### config.mk
export PLATFORM = sky130hd
export DESIGN_NAME = wb_bus_arbiter_rr
export DESIGN_NICKNAME = d
export VERILOG_FILES = /design/src/rtl/wb_bus_arbiter_rr_pkg.sv /design/src/rtl/rr_priority_picker.sv /design/src/rtl/wb_bus_arbiter_rr.sv
export SDC_FILE = /design/constraint.sdc
export NUM_CORES = 1
export LEC_CHECK = 0
export ABC_AREA = 0
export ABC_CLOCK_PERIOD_IN_PS = 1950
export CORE_MARGIN = 3
export CORE_UTILIZATION = 32
export DETAILED_ROUTE_END_ITERATION = 8
export PLACE_DENSITY = 0.54
export SLEW_MARGIN = 40
export SYNTH_ARGS = -nofsm -noshare
export SYNTH_HDL_FRONTEND = slang
export SYNTH_HIERARCHICAL = 1
export SYNTH_SLANG_ARGS = --single-unit
### constraint.sdc
create_clock -name CLK_I -period 1.95 [get_ports CLK_I]
set_input_delay 0.195 -clock CLK_I [delete_from_list [all_inputs] [get_ports CLK_I]]
set_output_delay 0.195 -clock CLK_I [all_outputs]
set_load 0.01 [all_outputs]
### src/rtl/wb_bus_arbiter_rr_pkg.sv
// Shared definitions for the round-robin Wishbone bus arbiter.
package wb_bus_arbiter_rr_pkg;

  typedef enum logic [1:0] {
    ARB_IDLE    = 2'd0,
    ARB_GRANT   = 2'd1,
    ARB_HANDOFF = 2'd2
  } arb_state_t;

  localparam int MAX_CORES        = 4;
  localparam int DEFAULT_MAX_HOLD = 256;
  localparam int DEFAULT_CNT_W    = 9;

endpackage

### src/rtl/rr_priority_picker.sv
// Combinational round-robin pick: rotate requests by the pointer, take the
// lowest set bit, rotate the index back. Zero latency, no backpressure.
module rr_priority_picker #(
  parameter int NUM_REQ = 4,
  parameter int SEL_W   = 2
) (
  input  logic [NUM_REQ-1:0] i_req,
  input  logic [SEL_W-1:0]   i_ptr,
  output logic [NUM_REQ-1:0] o_onehot,
  output logic [SEL_W-1:0]   o_idx,
  output logic               o_vld
);

  logic [NUM_REQ-1:0] w_rot;
  logic [SEL_W-1:0]   w_idx_rot;

  always_comb begin
    w_rot = '0;
    for (int i = 0; i < NUM_REQ; i++) begin
      w_rot[i] = i_req[SEL_W'(i) + i_ptr];
    end
  end

  // Descending scan so the lowest set bit is the last one written.
  always_comb begin
    w_idx_rot = '0;
    for (int i = NUM_REQ - 1; i >= 0; i--) begin
      if (w_rot[i]) w_idx_rot = SEL_W'(i);
    end
  end

  always_comb begin
    o_vld           = |i_req;
    o_idx           = w_idx_rot + i_ptr;
    o_onehot        = '0;
    o_onehot[o_idx] = o_vld;
  end

endmodule

### src/rtl/wb_bus_arbiter_rr.sv
// Round-robin owner arbitration for the shared Wishbone master bus, with
// hold-time preemption (never mid-beat) and sticky spurious-ACK detection.
module wb_bus_arbiter_rr
  import wb_bus_arbiter_rr_pkg::*;
#(
  parameter int NUM_REQ  = MAX_CORES,
  parameter int SEL_W    = $clog2(NUM_REQ),
  parameter int MAX_HOLD = DEFAULT_MAX_HOLD,
  parameter int CNT_W    = DEFAULT_CNT_W
) (
  input  logic               CLK_I,
  input  logic               RST_I,
  input  logic [NUM_REQ-1:0] iRequest,
  input  logic [NUM_REQ-1:0] iStb,
  input  logic               ACK_I,
  output logic [NUM_REQ-1:0] oGrant,
  output logic [SEL_W-1:0]   oBusSelect,
  output logic               STB_O,
  output logic [NUM_REQ-1:0] oAck,
  output logic               oBusy,
  output logic               oSpuriousAck
);

  localparam bit               PREEMPT_EN = (MAX_HOLD != 0);
  localparam logic [CNT_W-1:0] HOLD_LIM   = CNT_W'(MAX_HOLD);

  arb_state_t         r_state, w_state_nxt;
  logic [SEL_W-1:0]   r_ptr, w_ptr_nxt, w_sel_nxt, w_pick_idx;
  logic [NUM_REQ-1:0] w_pick_oh, w_grant_nxt;
  logic [CNT_W-1:0]   r_cnt, w_cnt_nxt;
  logic               w_pick_vld, w_busy_nxt;
  logic               w_owner_req, w_owner_stb, w_others, w_preempt, w_release;

  rr_priority_picker #(.NUM_REQ(NUM_REQ), .SEL_W(SEL_W)) u_picker (
    .i_req    (iRequest),
    .i_ptr    (r_ptr),
    .o_onehot (w_pick_oh),
    .o_idx    (w_pick_idx),
    .o_vld    (w_pick_vld)
  );

  assign w_owner_req = iRequest[oBusSelect];
  assign w_owner_stb = iStb[oBusSelect];
  assign w_others    = |(iRequest & ~oGrant);
  assign w_preempt   = PREEMPT_EN && (r_cnt >= HOLD_LIM) && w_others && !w_owner_stb;
  assign w_release   = !w_owner_req || w_preempt;

  always_ff @(posedge CLK_I or negedge RST_I) begin
    if (!RST_I) r_state <= ARB_IDLE;
    else        r_state <= w_state_nxt;
  end

  always_comb begin
    w_state_nxt = r_state;
    case (r_state)
      ARB_IDLE:    if (w_pick_vld) w_state_nxt = ARB_GRANT;
      ARB_GRANT:   if (w_release)  w_state_nxt = ARB_HANDOFF;
      ARB_HANDOFF: w_state_nxt = w_pick_vld ? ARB_GRANT : ARB_IDLE;
      default:     w_state_nxt = ARB_IDLE;
    endcase
  end

  // Next values of the registered outputs; the counter only runs while granted.
  always_comb begin
    w_grant_nxt = '0;
    w_sel_nxt   = oBusSelect;
    w_busy_nxt  = 1'b0;
    w_ptr_nxt   = r_ptr;
    w_cnt_nxt   = '0;
    case (r_state)
      ARB_IDLE, ARB_HANDOFF: begin
        if (w_pick_vld) begin
          w_grant_nxt = w_pick_oh;
          w_sel_nxt   = w_pick_idx;
          w_busy_nxt  = 1'b1;
        end
      end
      ARB_GRANT: begin
        if (w_release) begin
          w_ptr_nxt = oBusSelect + SEL_W'(1);
        end else begin
          w_grant_nxt = oGrant;
          w_busy_nxt  = 1'b1;
          w_cnt_nxt   = (r_cnt == '1) ? r_cnt : r_cnt + CNT_W'(1);
        end
      end
      default: ;
    endcase
  end

  always_ff @(posedge CLK_I or negedge RST_I) begin
    if (!RST_I) begin
      oGrant       <= '0;
      oBusSelect   <= '0;
      oBusy        <= 1'b0;
      r_ptr        <= '0;
      r_cnt        <= '0;
      oSpuriousAck <= 1'b0;
    end else begin
      oGrant     <= w_grant_nxt;
      oBusSelect <= w_sel_nxt;
      oBusy      <= w_busy_nxt;
      r_ptr      <= w_ptr_nxt;
      r_cnt      <= w_cnt_nxt;
      if (ACK_I && !(|oGrant)) oSpuriousAck <= 1'b1;
    end
  end

  assign STB_O = |(iStb & oGrant);
  assign oAck  = oGrant & {NUM_REQ{ACK_I}};

endmodule

Word-level counts from Yosys, hierarchy flattened
Cells that the tools add are included.
{"block": "word_totals", "wordCells": 80, "reg_bits": 21, "in_bits": 11, "output_inout_bits": 13}
{"block": "classes", "n_reduce_logical": 17, "n_bitwise": 5, "n_addsub": 6, "eq_ne": 6, "muxes": 31, "n_lt_le_gt_ge": 8}
{"cell": "$mux 9", "count": 3}
{"cell": "$lt 2x3->1 const B", "count": 6}
{"cell": "$and 4x4->4", "count": 4}
{"cell": "$reduce_or 4->1", "count": 4}
{"cell": "$bmux 1 s2", "count": 6}
{"cell": "$mux 2", "count": 6}
{"cell": "$mux 1", "count": 10}
{"cell": "$add 9x1->9 const B", "count": 1}
{"cell": "$eq 9x9->1 const B", "count": 1}
{"cell": "$ge 9x9->1 const B", "count": 1}
{"cell": "$mux 4", "count": 2}
{"cell": "$pmux 4 s2", "count": 1}
{"cell": "$pmux 2 s3", "count": 1}
{"cell": "$reduce_and 2->1", "count": 3}
{"cell": "$add 2x2->2 const A", "count": 2}
{"cell": "$logic_and 1x1->1", "count": 4}
{"cell": "$ne 2x2->1 const B", "count": 2}
{"cell": "$not 4->4", "count": 1}
{"cell": "$logic_not 1->1", "count": 3}
{"cell": "$ne 3x3->1 const B", "count": 1}
{"cell": "$add 1x2->2 const A", "count": 1}
{"cell": "$add 2x1->2 const B", "count": 1}
{"cell": "$add 2x2->2", "count": 1}
{"cell": "$demux 1 s2", "count": 1}
{"cell": "other kinds (7)", "count": 7}

Longest topological paths before layout
Gate-level depths: netlist of the first run.
{"block": "logic_depth", "depth_word": 15, "depth_mapped": 11, "depth_no_buf": 10}

Hierarchy
Netlist of the first run, hierarchy kept.
{"mod": "wb_bus_arbiter_rr", "area_each_um2": 1132.3, "seq_area_each_um2": 525.5, "n_inst": 1, "cells_per_inst": 102}
{"mod": "rr_priority_picker", "area_each_um2": 290.3, "seq_area_each_um2": 0.0, "n_inst": 1, "cells_per_inst": 37}

Worst setup path after synthesis of the first run
OpenSTA, ideal clock, no wires.
{"block": "synth_timing", "path_kind": "reg2reg", "from": "reg r_ptr[1]", "to": "reg oBusSelect[1]", "setup_time_ns": 0.125, "slack_ns": 0.148, "t_arrival_ns": 1.677, "synth_period_minus_slack_ns": 1.802, "t_required_ns": 1.825, "path_stages_with_launch": 10, "path_buffers": 1, "cell_sequence": "dfrtp_1 buf_4 nor2_1 nand2_1 o211ai_1 o21a_1 ha_1 xnor2_1 xnor2_1 mux2_2"}
{"block": "synth_between", "elab_chain_cells": 8, "elab_cells_between_ends": 16, "cone_classes": "4 x add/sub; 12 x mux"}
{"item": "start, declared", "line_no": "wb_bus_arbiter_rr.sv:28", "source": "logic [SEL_W-1:0] r_ptr, w_ptr_nxt, w_sel_nxt, w_pick_idx;"}
{"item": "start signal, assigned", "line_no": "wb_bus_arbiter_rr.sv:103", "source": "r_ptr <= w_ptr_nxt;"}
{"item": "$add 2x2->2", "line_no": "rr_priority_picker.sv:20", "source": "w_rot[i] = i_req[SEL_W'(i) + i_ptr];"}
{"item": "$bmux 1 s2", "line_no": "rr_priority_picker.sv:20"}
{"item": "$mux 1 (implied by the code)", "line_no": "rr_priority_picker.sv:20"}
{"item": "$mux 2 (4 in a row)", "line_no": "rr_priority_picker.sv:28", "source": "if (w_rot[i]) w_idx_rot = SEL_W'(i);"}
{"item": "$add 2x2->2 (*)", "line_no": "rr_priority_picker.sv:34", "source": "o_idx = w_idx_rot + i_ptr;"}
{"item": "named net w_pick_idx[1]", "line_no": "wb_bus_arbiter_rr.sv:28"}
{"item": "end signal, assigned", "line_no": "wb_bus_arbiter_rr.sv:101", "source": "oBusSelect <= w_sel_nxt;"}
{"item": "end, declared", "line_no": "wb_bus_arbiter_rr.sv:17", "source": "output logic [SEL_W-1:0] oBusSelect,"}
The timed path passes the listed nets; every way through them passes the cells marked *. The select of a mux whose other input is x is not followed.
A chain may end at the register's enable or synchronous reset.

Worst setup path in the final report of the first run
{"block": "layout_timing", "from": "in iRequest[0]", "to": "reg oGrant[1]"}
{"block": "layout_between", "elab_chain_cells": 14, "elab_cells_between_ends": 31, "cone_classes": "1 x add/sub; 2 x order compare; 1 x eq/ne; 18 x mux; 2 x bitwise; 7 x reduce/logical"}
{"item": "start, declared", "line_no": "wb_bus_arbiter_rr.sv:13", "source": "input logic [NUM_REQ-1:0] iRequest,"}
{"item": "$bmux 1 s2", "line_no": "rr_priority_picker.sv:20"}
{"item": "$mux 1 (implied by the code)", "line_no": "rr_priority_picker.sv:20"}
{"item": "$mux 2 (3 in a row)", "line_no": "rr_priority_picker.sv:28"}
{"item": "$mux 2 (*)", "line_no": "rr_priority_picker.sv:28"}
{"item": "$add 2x2->2 (*)", "line_no": "rr_priority_picker.sv:34"}
{"item": "named net w_pick_idx[0]", "line_no": "wb_bus_arbiter_rr.sv:28"}
{"item": "$lt 2x3->1 (implied by the code) or $ge 2x1->1 (tied branches)", "line_no": "rr_priority_picker.sv:36", "source": "o_onehot[o_idx] = o_vld;"}
{"item": "$logic_and 1x1->1 (implied by the code)", "line_no": "rr_priority_picker.sv:36"}
{"item": "$mux 1 (implied by the code)", "line_no": "rr_priority_picker.sv:36"}
{"item": "$demux 1 s2 (*)"}
{"item": "$and 4x4->4 (no line) (*)"}
{"item": "named net w_pick_oh[1]", "line_no": "wb_bus_arbiter_rr.sv:29", "source": "logic [NUM_REQ-1:0] w_pick_oh, w_grant_nxt;"}
{"item": "$mux 4 (*)", "line_no": "wb_bus_arbiter_rr.sv:72", "source": "if (w_pick_vld) begin"}
{"item": "$pmux 4 s2 (*)", "line_no": "wb_bus_arbiter_rr.sv:70", "source": "case (r_state)"}
{"item": "end signal, assigned", "line_no": "wb_bus_arbiter_rr.sv:100", "source": "oGrant <= w_grant_nxt;"}
{"item": "end, declared", "line_no": "wb_bus_arbiter_rr.sv:16", "source": "output logic [NUM_REQ-1:0] oGrant,"}
Marked as above.

==> impl_metrics.py, run 1 <==
metrics = {
    "pwr": {
        "p_per_area_mw_per_mm2": 1260,
        "vdd_drop_max_mv": 0.439,
        "p_leak_nw": 0.799,
        "finalPower_mw": 2.42,
    },
    "sta": {
        "fin_skew_ps": 4.44,
        "setup_viol": 0,
        "hold_violations": 0,
        "worstMarginPinSlew_ps": 405,
        "drv_slew": 0,
        "fmax_mhz": 555,
        "fin_crit_sh_pct": 92.4,
        "fin_tns_setup_ps": 0,
        "maxSlewHeadroom_pct": 72.7,
        "min_period_ps": 1800,
        "rsz0062_at_grt": "false",
    },
    "critical_path": {
        "cp_data_arrival_time_ps": 1980,
        "rr_worst_depth": 8,
        "reg2reg_from": "r_cnt[0]",
        "r2r-end": "r_cnt[7]",
        "worstPathMaxFanout": 9,
        "reg2reg_slack_ps": 180,
        "cp-end-kind": "register",
        "critical_path_class": "input port to register",
        "required_ps": 2120,
        "worst_setup_path_start_kind": "input port",
    },
    "die": {
        "core_sq_mm": 0.00414,
        "die_h_microns": 72.7,
        "initial_core_util_pct": 34.3,
        "die-area_sq_mm": 0.00528,
        "io-pin-count": 24,
        "die_width_microns": 72.7,
        "num_rows": 23,
    },
    "drt": {
        "first_pass_iters": 4,
        "vias": 1105,
        "route.detailed.drc": 0,
        "drtIter0Drc": 23,
        "antenna_left": 0,
        "finalWirelength_mm": 3.09,
        "viasPerCell": 4.78,
        "wl_per_cell_microns": 13.4,
    },
    "cts": {
        "clk_latency_ps": 250,
        "clock-sinks": 21,
        "cts_max_level": 1,
        "path_clk_slew_ps": 80,
        "root_buffer": "clkbuf_8",
        "cts_tree": "yes",
        "cts_buffers": 3,
        "cts_buffer_depth": 2,
    },
    "synth": {
        "synth_nets": 154,
        "yosys_warnings": 6,
        "syn-cell-area_sq_mm": 0.00142,
        "yosys.area.top_type": "dfrtp_1",
        "synth-edff-count": 0,
        "synthArstFlopShare_pct": 100,
        "synth-main-ff-cell": "dfrtp_1",
        "yosysSeqAreaShare_pct": 36.9,
        "synth_top_area_share_pct": 36.9,
        "synth.avg_cell_area_sq_um": 10.2,
        "synth-seq-cells": 21,
        "synthesis.instances": 139,
        "synth_cell_types": 41,
        "synthTopCellsByArea": "dfrtp_1, mux2i_1, nand2_1",
    },
    "placement": {
        "dpl_cell_area_sq_mm": 0.00181,
        "place.gp.congestion": 0.817,
        "portBuffers": 23,
        "post-dp-hpwl_mm": 2.39,
    },
    "grt": {
        "grt_pass1_wl_mm": 5.37,
        "antenna_found_initial": 0,
        "grt_start_max_net_pins": 22,
        "gr-total-overflow": 0,
        "track_usage_pct": 12.6,
        "grt_pass1_vias": 1169,
    },
    "layout": {
        "fillCellCount": 400,
        "fin_area_sq_mm": 0.00193,
        "fin_nets": 197,
        "area_delta_synth_final_pct": 35.6,
        "diodes": 0,
        "layout-drive-gt1-share_pct": 27.1,
    },
    "job": {
        "cap_violations": 0,
    },
    "run_status": {
        "status": "complete, no violations",
    },
    "hold_path": {
        "hp-class": "input port to asynchronous set/reset pin",
    },
}
==> through the flow <==
| step | setup WS, ps | hold slack, ps | util, % | cells |
|---|---|---|---|---|
| final | 148 | 288 | 46.6 | 231 |
| after global routing | 23.8 | 297 | 46.6 | 231 |
| after CTS | 55.6 | 294 | 44.8 | 229 |
| after detailed placement | -194 | 472 | 43.8 | 225 |
| after global placement | -206 | 457 | 43.8 | 225 |
| after floorplan | 148 | -101 | - | 139 |
==> state kept, by name, summed over array words and instances, names as in the netlist <==
name          count
r_ptr             2
r_state           2
oSpuriousAck      1
r_cnt             9
oGrant            4
oBusy             1
oBusSelect        2
==> synthesized netlist by cell type, types with 3 or more instances <==
master   count
mux2i_1      7
nor2_1      15
xor2_1       5
and2b_2      3
and2_1       4
inv_1       11
xnor2_1      6
o21ai_0      4
nor2b_1      5
ha_1         4
dfrtp_1     21
nand2_1     16
==> power by group <==
group	switching [mW]	internal [mW]	leakage (nW)
clock	0.133	0.145	0.0228
sequential	0.160	0.552	0.269
combinational	0.626	0.810	0.507
total	0.918	1.51	0.799
==> placed cells by master, fill, tap and decap left out, types with 3 or more instances in the layout <==
master	Yosys	layout
mux2i_1	7	7
inv_1	11	11
nor2_1	15	14
clkbuf_8	0	3
xor2_1	5	4
clkdlybuf4s50_1	0	21
o21ai_0	4	4
nand2_1	16	16
and2b_2	3	3
buf_4	1	19
and2_1	4	4
xnor2_1	6	5
dfrtp_1	21	20
nor2b_1	5	3
==> metal layers <==
| layer | vias to the layer above | GRT usage, % | routed length, microns |
|---|---|---|---|
| li1 | 557 | - | - |
| met1 | 530 | 16.2 | 1310 |
| met2 | 16 | 22.4 | 1660 |
| met3 | 2 | 1.38 | 107 |
| met4 | 0 | 3.07 | 10 |
| met5 | - | 0 | 0 |
==> how the worst max path moves through the flow <==
stage	from	to	slack [ps]	cells past startpoint
final	iRequest[0]	oGrant[1]	150	11
after global routing	iRequest[0]	oGrant[1]	20	11
after CTS	r_ptr[1]	oBusSelect[1]	60	8
after detailed placement	iRequest[2]	oBusSelect[1]	-190	9
after global placement	iRequest[2]	oBusSelect[1]	-210	9
after floorplan	r_ptr[1]	oBusSelect[1]	150	9
==> what timing repair did <==
action,CTS,global route
hold buffers,0,0
endpoints found under the hold margin,0,0
setup buffers,0,2
endpoints found under the setup margin,0,8
resized for setup,0,14
==> layout make-up <==
type / count / area [sq um] / area share (%)
multi-input cells: 102 / 865 / 44.8
well taps: 50 / 62.6 / 3.24
clock buffers: 4 / 45.0 / 2.33
repair buffers: 43 / 389 / 20.2
flip-flops and latches: 21 / 527 / 27.3
inverters: 11 / 41.3 / 2.14
==> worst max-delay path: stages <==
cell and delay [ps]:
clkdlybuf4s50_1 440, buf_6 150, a2bb2oi_1 130, o211ai_1 110, o21a_1 160, ha_4 290
nor2b_4 140, nand2_1 70, mux2i_1 140, nand2_1 70, o21ai_0 70
==> logic make-up (layout without fill, tap and decap cells) <==
group	Yosys count	count (layout)	share of synthesized area, %
adders and majority gates	4	4	3.52
AOI/OAI and AO/OA	19	19	15.5
xor gates and xnor gates	11	11	6.77
muxes	13	13	11.8
buffers and inverters	16	58	5.54
and+or+nand+nor	55	55	20.0
DFF	21	21	36.9
No activity file was read; power rests on OpenSTA's default activity.
==> run 2, diff against run 1 <==
ABC_CLOCK_PERIOD_IN_PS = 1650   (was 1950)
PLACE_DENSITY = 0.56   (was 0.54)
RECOVER_POWER = 100   (was not set)
REMOVE_ABC_BUFFERS = 1   (was not set)
clock period = 1.65 ns   (was 1.95 ns; I/O delays follow)
==> impl_metrics.py, run 2 (synthesis gave the netlist of run 1 again) <==
metrics = {
    "pwr": {
        "p_leak_nw": 0.927,
        "p_int_mw": 2.08,
        "switching_share_pct": 38.1,
        "p_per_area_mw_per_mm2": 1520,
        "comb_power_share_pct": 66.1,
        "clockPowerShare_pct": 10.4,
        "p_sw_mw": 1.28,
        "finalPower_mw": 3.36,
        "vdd_drop_max_mv": 0.748,
        "p_seq_share_pct": 23.5,
    },
    "layout": {
        "final_util_pct": 53.1,
        "largest_registers": "r_cnt: 9 flops, oGrant: 4 flops",
        "fin_area_sq_mm": 0.00220,
        "mostFrequentLayoutCells": "buf_4, dfrtp_1, nor2_1, clkdlybuf4s50_1, nand2_1",
        "fillCellCount": 378,
        "diodes": 0,
        "area_delta_synth_final_pct": 54.7,
        "fin_nets": 220,
        "layout-drive-gt1-share_pct": 39.2,
        "fin_cells": 254,
        "final_common_cell": "buf_4",
        "largest-register": "r_cnt",
        "largest_reg_flops": 9,
    },
    "grt": {
        "grt_pass1_vias": 1328,
        "grt_pass1_wl_mm": 6.01,
        "grt_start_max_net_pins": 22,
        "antenna_found_initial": 0,
        "track_usage_pct": 14.4,
        "gr-total-overflow": 0,
    },
    "sta": {
        "fin_skew_ps": 1.66,
        "setup_viol": 9,
        "fmax_mhz": 558,
        "finalWorstSetupSlack_ps": -142,
        "min_period_ps": 1790,
        "hold_violations": 0,
        "maxSlewHeadroom_pct": 23.1,
        "worstMarginPinSlew_ps": 1150,
        "fin_crit_sh_pct": 109,
        "drv_slew": 0,
        "rsz0062_at_grt": "true",
    },
    "die": {
        "die_width_microns": 72.7,
        "core_sq_mm": 0.00414,
        "initial_core_util_pct": 34.3,
        "die-area_sq_mm": 0.00528,
        "io-pin-count": 24,
        "num_rows": 23,
        "die_h_microns": 72.7,
    },
    "cts": {
        "root_buffer": "clkbuf_8",
        "cts_max_level": 1,
        "clk_latency_ps": 260,
        "cts_tree": "yes",
        "path_clk_slew_ps": 80,
        "cts_buffer_depth": 2,
        "clock-sinks": 21,
        "cts_buffers": 3,
    },
    "drt": {
        "route.detailed.drc": 0,
        "wl_per_cell_microns": 14.0,
        "first_pass_iters": 4,
        "finalWirelength_mm": 3.56,
        "antenna_left": 0,
        "vias": 1237,
        "viasPerCell": 4.87,
        "drtIter0Drc": 21,
    },
    "hold_path": {
        "hold_path_depth": 1,
        "hp-class": "register to register",
        "worstHoldStart": "oSpuriousAck",
        "holdPathEnd": "oSpuriousAck",
    },
    "critical_path": {
        "worst_setup_path_start_kind": "register",
        "required_ps": 1800,
        "r2r-end": "oBusSelect[1]",
        "reg2reg_from": "r_ptr[1]",
        "rr_worst_depth": 8,
        "cp-end-kind": "register",
        "worstPathMaxFanout": 5,
        "cp_data_arrival_time_ps": 1950,
        "critical_path_class": "register to register",
        "reg2reg_slack_ps": -140,
    },
    "run_status": {
        "status": "finished with violations",
        "violations": "setup timing",
    },
    "job": {
        "cap_violations": 0,
    },
    "placement": {
        "dp_cells": 241,
        "post-dp-hpwl_mm": 2.60,
        "dpl_cell_area_sq_mm": 0.00193,
        "portBuffers": 23,
        "place.gp.congestion": 0.794,
    },
}
==> run 2: cell types whose count changed in the layout (fill, tap and decap cells not counted), moves of 2 or more <==
cell             before  now
o21ai_1               0    3
o21ai_0               4    1
clkbuf_1              1    3
dlygate4sd2_1         0    4
dlygate4sd3_1         0    5
buf_4                19   29
clkdlybuf4s50_1      21   13
buf_6                 1    9
buf_2                 0    2
nand2_1              16   12
nand2_2               0    4
==> run 2: worst max-delay path: stages (launching register included) <==
cell,delay [ps]
dfrtp_2,430
nand2_2,70
a21oi_2,160
o2bb2ai_2,70
o21a_1,190
ha_4,190
xnor2_4,180
xnor2_1,110
mux2_2,270
==> run 2: layout make-up <==
cell class,instances,area (sq um),share of cell area [%]
Multi-Input combinational cell,102,956,43.4
Timing Repair Buffer,66,568,25.8
Sequential cell,21,527,23.9
Tap cell,50,62.6,2.84
Clock buffer,3,41.3,1.88
Inverter,11,41.3,1.88
Clock inverter,1,5.00,0.227
==> run 2: what timing repair did <==
item	CTS	global route
gates cloned	1	0
hold buffers	0	0
endpoints found under the hold margin	0	0
setup endpoints to repair	19	18
buffers inserted	4	4
pin swaps	11	11
gates resized for setup	24	21
==> run 2: worst max-delay path by stage <==
stage	startpoint	end	slack (ps)
final	r_ptr[1]	oBusSelect[1]	-140
after global routing	r_ptr[1]	oGrant[3]	-270
after CTS	r_ptr[1]	oBusSelect[1]	-110
after detailed placement	iRequest[2]	oBusSelect[1]	-510
after global placement	iRequest[2]	oBusSelect[1]	-430
after floorplan	r_ptr[1]	oBusSelect[1]	-140
==> run 2: per-stage QoR <==
stage	hold slack, ps	setup slack [ps]	TNS [ps]
after CTS	247	-106	-479
after global placement	453	-426	-7370
final	475	-142	-879
after floorplan	-131	-138	-1320
after detailed placement	466	-511	-8490
after global routing	507	-268	-2470
==> run 2: layer usage <==
layer	track usage [%]	share of wire [%]
met1	17.7	43
met2	26.2	53
met3	1.79	2.4
met4	4.51	1.3
met5	0	0
==> run 2: power by group through the flow <==
| stage | sequential, mW | clock (mW) | combinational, mW |
|---|---|---|---|
| after detailed placement | 0.785 | 0 | 1.76 |
| after floorplan | 0.839 | 0 | 0.920 |
| after global routing | 0.814 | 0.378 | 2.41 |
| final | 0.788 | 0.348 | 2.22 |
| after global placement | 0.786 | 0 | 1.72 |
| after CTS | 0.790 | 0.364 | 2.05 |
==> run 3, diff against run 2 <==
CAP_MARGIN = 10   (was not set)
CORE_UTILIZATION = 47   (was 32)
PLACE_DENSITY = 0.76   (was 0.56)
==> impl_metrics.py, run 3 (synthesis gave the netlist of run 1 again) <==
metrics = {
    "run_status": {
        "status": "finished with violations",
        "violations": "setup timing",
    },
    "placement": {
        "place_ws_ps": -591,
        "post-dp-hpwl_mm": 2.63,
        "portBuffers": 23,
        "dp_cells": 218,
        "place.gp.congestion": 0.851,
    },
    "sta": {
        "fmax_mhz": 542,
        "finalWorstSetupSlack_ps": -193,
        "setup_viol": 13,
        "min_period_ps": 1840,
        "hold_violations": 0,
        "worstMarginPinSlew_ps": 1150,
        "drv_slew": 0,
        "fin_skew_ps": 3.31,
        "fin_tns_setup_ps": -1110,
        "rsz0062_at_grt": "true",
        "maxSlewHeadroom_pct": 23.3,
        "fin_crit_sh_pct": 112,
    },
    "die": {
        "die_width_microns": 61.0,
        "core_sq_mm": 0.00283,
        "die-area_sq_mm": 0.00372,
        "initial_core_util_pct": 50.3,
        "io-pin-count": 24,
        "num_rows": 19,
        "die_h_microns": 61.0,
    },
    "drt": {
        "drtIter0Drc": 53,
        "vias": 1288,
        "first_pass_iters": 4,
        "viasPerCell": 5.58,
        "antenna_left": 0,
        "wl_per_cell_microns": 17.4,
        "route.detailed.drc": 0,
        "finalWirelength_mm": 4.03,
    },
    "grt": {
        "antenna_found_initial": 0,
        "gr-total-overflow": 0,
        "grt_start_max_net_pins": 22,
        "grt_pass1_wl_mm": 6.26,
        "grt_pass1_vias": 1336,
        "track_usage_pct": 23.4,
    },
    "pwr": {
        "p_int_mw": 1.89,
        "vdd_drop_max_mv": 1.02,
        "p_leak_nw": 0.891,
        "switching_share_pct": 41.8,
        "comb_power_share_pct": 67.0,
        "p_seq_share_pct": 25.0,
        "clockPowerShare_pct": 8.1,
        "p_per_area_mw_per_mm2": 1530,
        "finalPower_mw": 3.25,
        "p_sw_mw": 1.36,
    },
    "cts": {
        "cts_buffers": 3,
        "clk_latency_ps": 310,
        "clock-sinks": 21,
        "cts_tree": "yes",
        "cts_max_level": 1,
        "path_clk_slew_ps": 130,
        "ctsHoldBuffers": 0,
        "cts_buffer_depth": 2,
        "root_buffer": "clkbuf_4",
    },
    "layout": {
        "fin_cells": 231,
        "largest_registers": "r_cnt: 9 flops, oGrant: 4 flops",
        "multiInputGateArea_sq_um": 975,
        "final_common_cell": "buf_4",
        "largest_reg_flops": 9,
        "mostFrequentLayoutCells": "buf_4, dfrtp_1, clkdlybuf4s50_1",
        "area_delta_synth_final_pct": 49.2,
        "fin_nets": 216,
        "fillCellCount": 184,
        "final_util_pct": 75.0,
        "layout-drive-gt1-share_pct": 39.5,
        "seqCellArea_sq_um": 528,
        "diodes": 0,
        "largest-register": "r_cnt",
    },
    "critical_path": {
        "reg2reg_slack_ps": -190,
        "required_ps": 1910,
        "critical_path_class": "register to register",
        "cp-end-kind": "register",
        "worstPathMaxFanout": 5,
        "cp_data_arrival_time_ps": 2100,
        "worst_setup_path_start_kind": "register",
    },
    "job": {
        "cap_violations": 0,
    },
    "hold_path": {
        "hp-class": "register to register",
    },
}
==> run 3: changes by cell type in the layout (fill, tap and decap cells not counted), moves of 3 or more <==
cell / before / now
nor2_1: 13 / 9
buf_6: 9 / 2
clkbuf_8: 3 / 0
clkbuf_4: 0 / 4
==> run 3: path summary, 6_finish.rpt <==
kind | depth (start not counted) | endpoint | start
max in group asynchronous | 2 | oBusSelect[0] | RST_I
hold reg to reg | 1 | oSpuriousAck | oSpuriousAck
min in group asynchronous | 2 | oBusSelect[1] | RST_I
hold / removal | 1 | oSpuriousAck | oSpuriousAck
setup / recovery | 9 | oGrant[1] | r_ptr[1]
setup reg to reg | 9 | oGrant[1] | r_ptr[1]
==> run 3: per-stage QoR <==
stage,area (sq um),hold WS [ps]
2_1_floorplan,1390,-131
3_3_place_gp,1880,455
3_5_place_dp,1880,469
4_1_cts,2050,186
5_1_grt,2120,522
6_report,2120,487
==> run 3: worst max-delay path, stage by stage (launching register included) <==
cell	delay (ps)
dfrtp_2	480
buf_4	150
o2bb2ai_1	120
o21a_1	200
ha_4	290
nor2b_4	170
nand2_2	80
mux2i_1	160
nand2_1	70
o21ai_1	70
==> run 3: metal layers <==
layer	track usage, %	part of all wire [%]
met1	27.5	40
met2	41.2	52
met3	3.77	3.5
met4	11.8	4.3
met5	0	0
==> run 3: what timing repair did <==
action | CTS | global route
buffers inserted | 5 | 3
gates resized for setup | 26 | 22
setup endpoints to repair | 22 | 20
pin swaps | 10 | 16
gates cloned | 0 | 1
==> run 3: cell type report <==
| cell class | count | share of cell area [%] |
|---|---|---|
| clock buffer | 3 | 1.06 |
| clock inverter | 1 | 0.236 |
| inverter | 11 | 1.95 |
| multi-input combinational | 102 | 45.9 |
| sequential | 21 | 24.9 |
| tap | 31 | 1.83 |
| timing repair buffer | 62 | 24.1 |
==> run 3: power groups by stage <==
stage          combinational (mW)  sequential, mW  clock [mW]
6_report                     2.18           0.811       0.262
3_5_place_dp                 1.67           0.798           0
2_1_floorplan               0.920           0.839           0
4_1_cts                      2.08           0.795       0.264
5_1_grt                      2.32           0.832       0.291
3_3_place_gp                 1.59           0.791           0
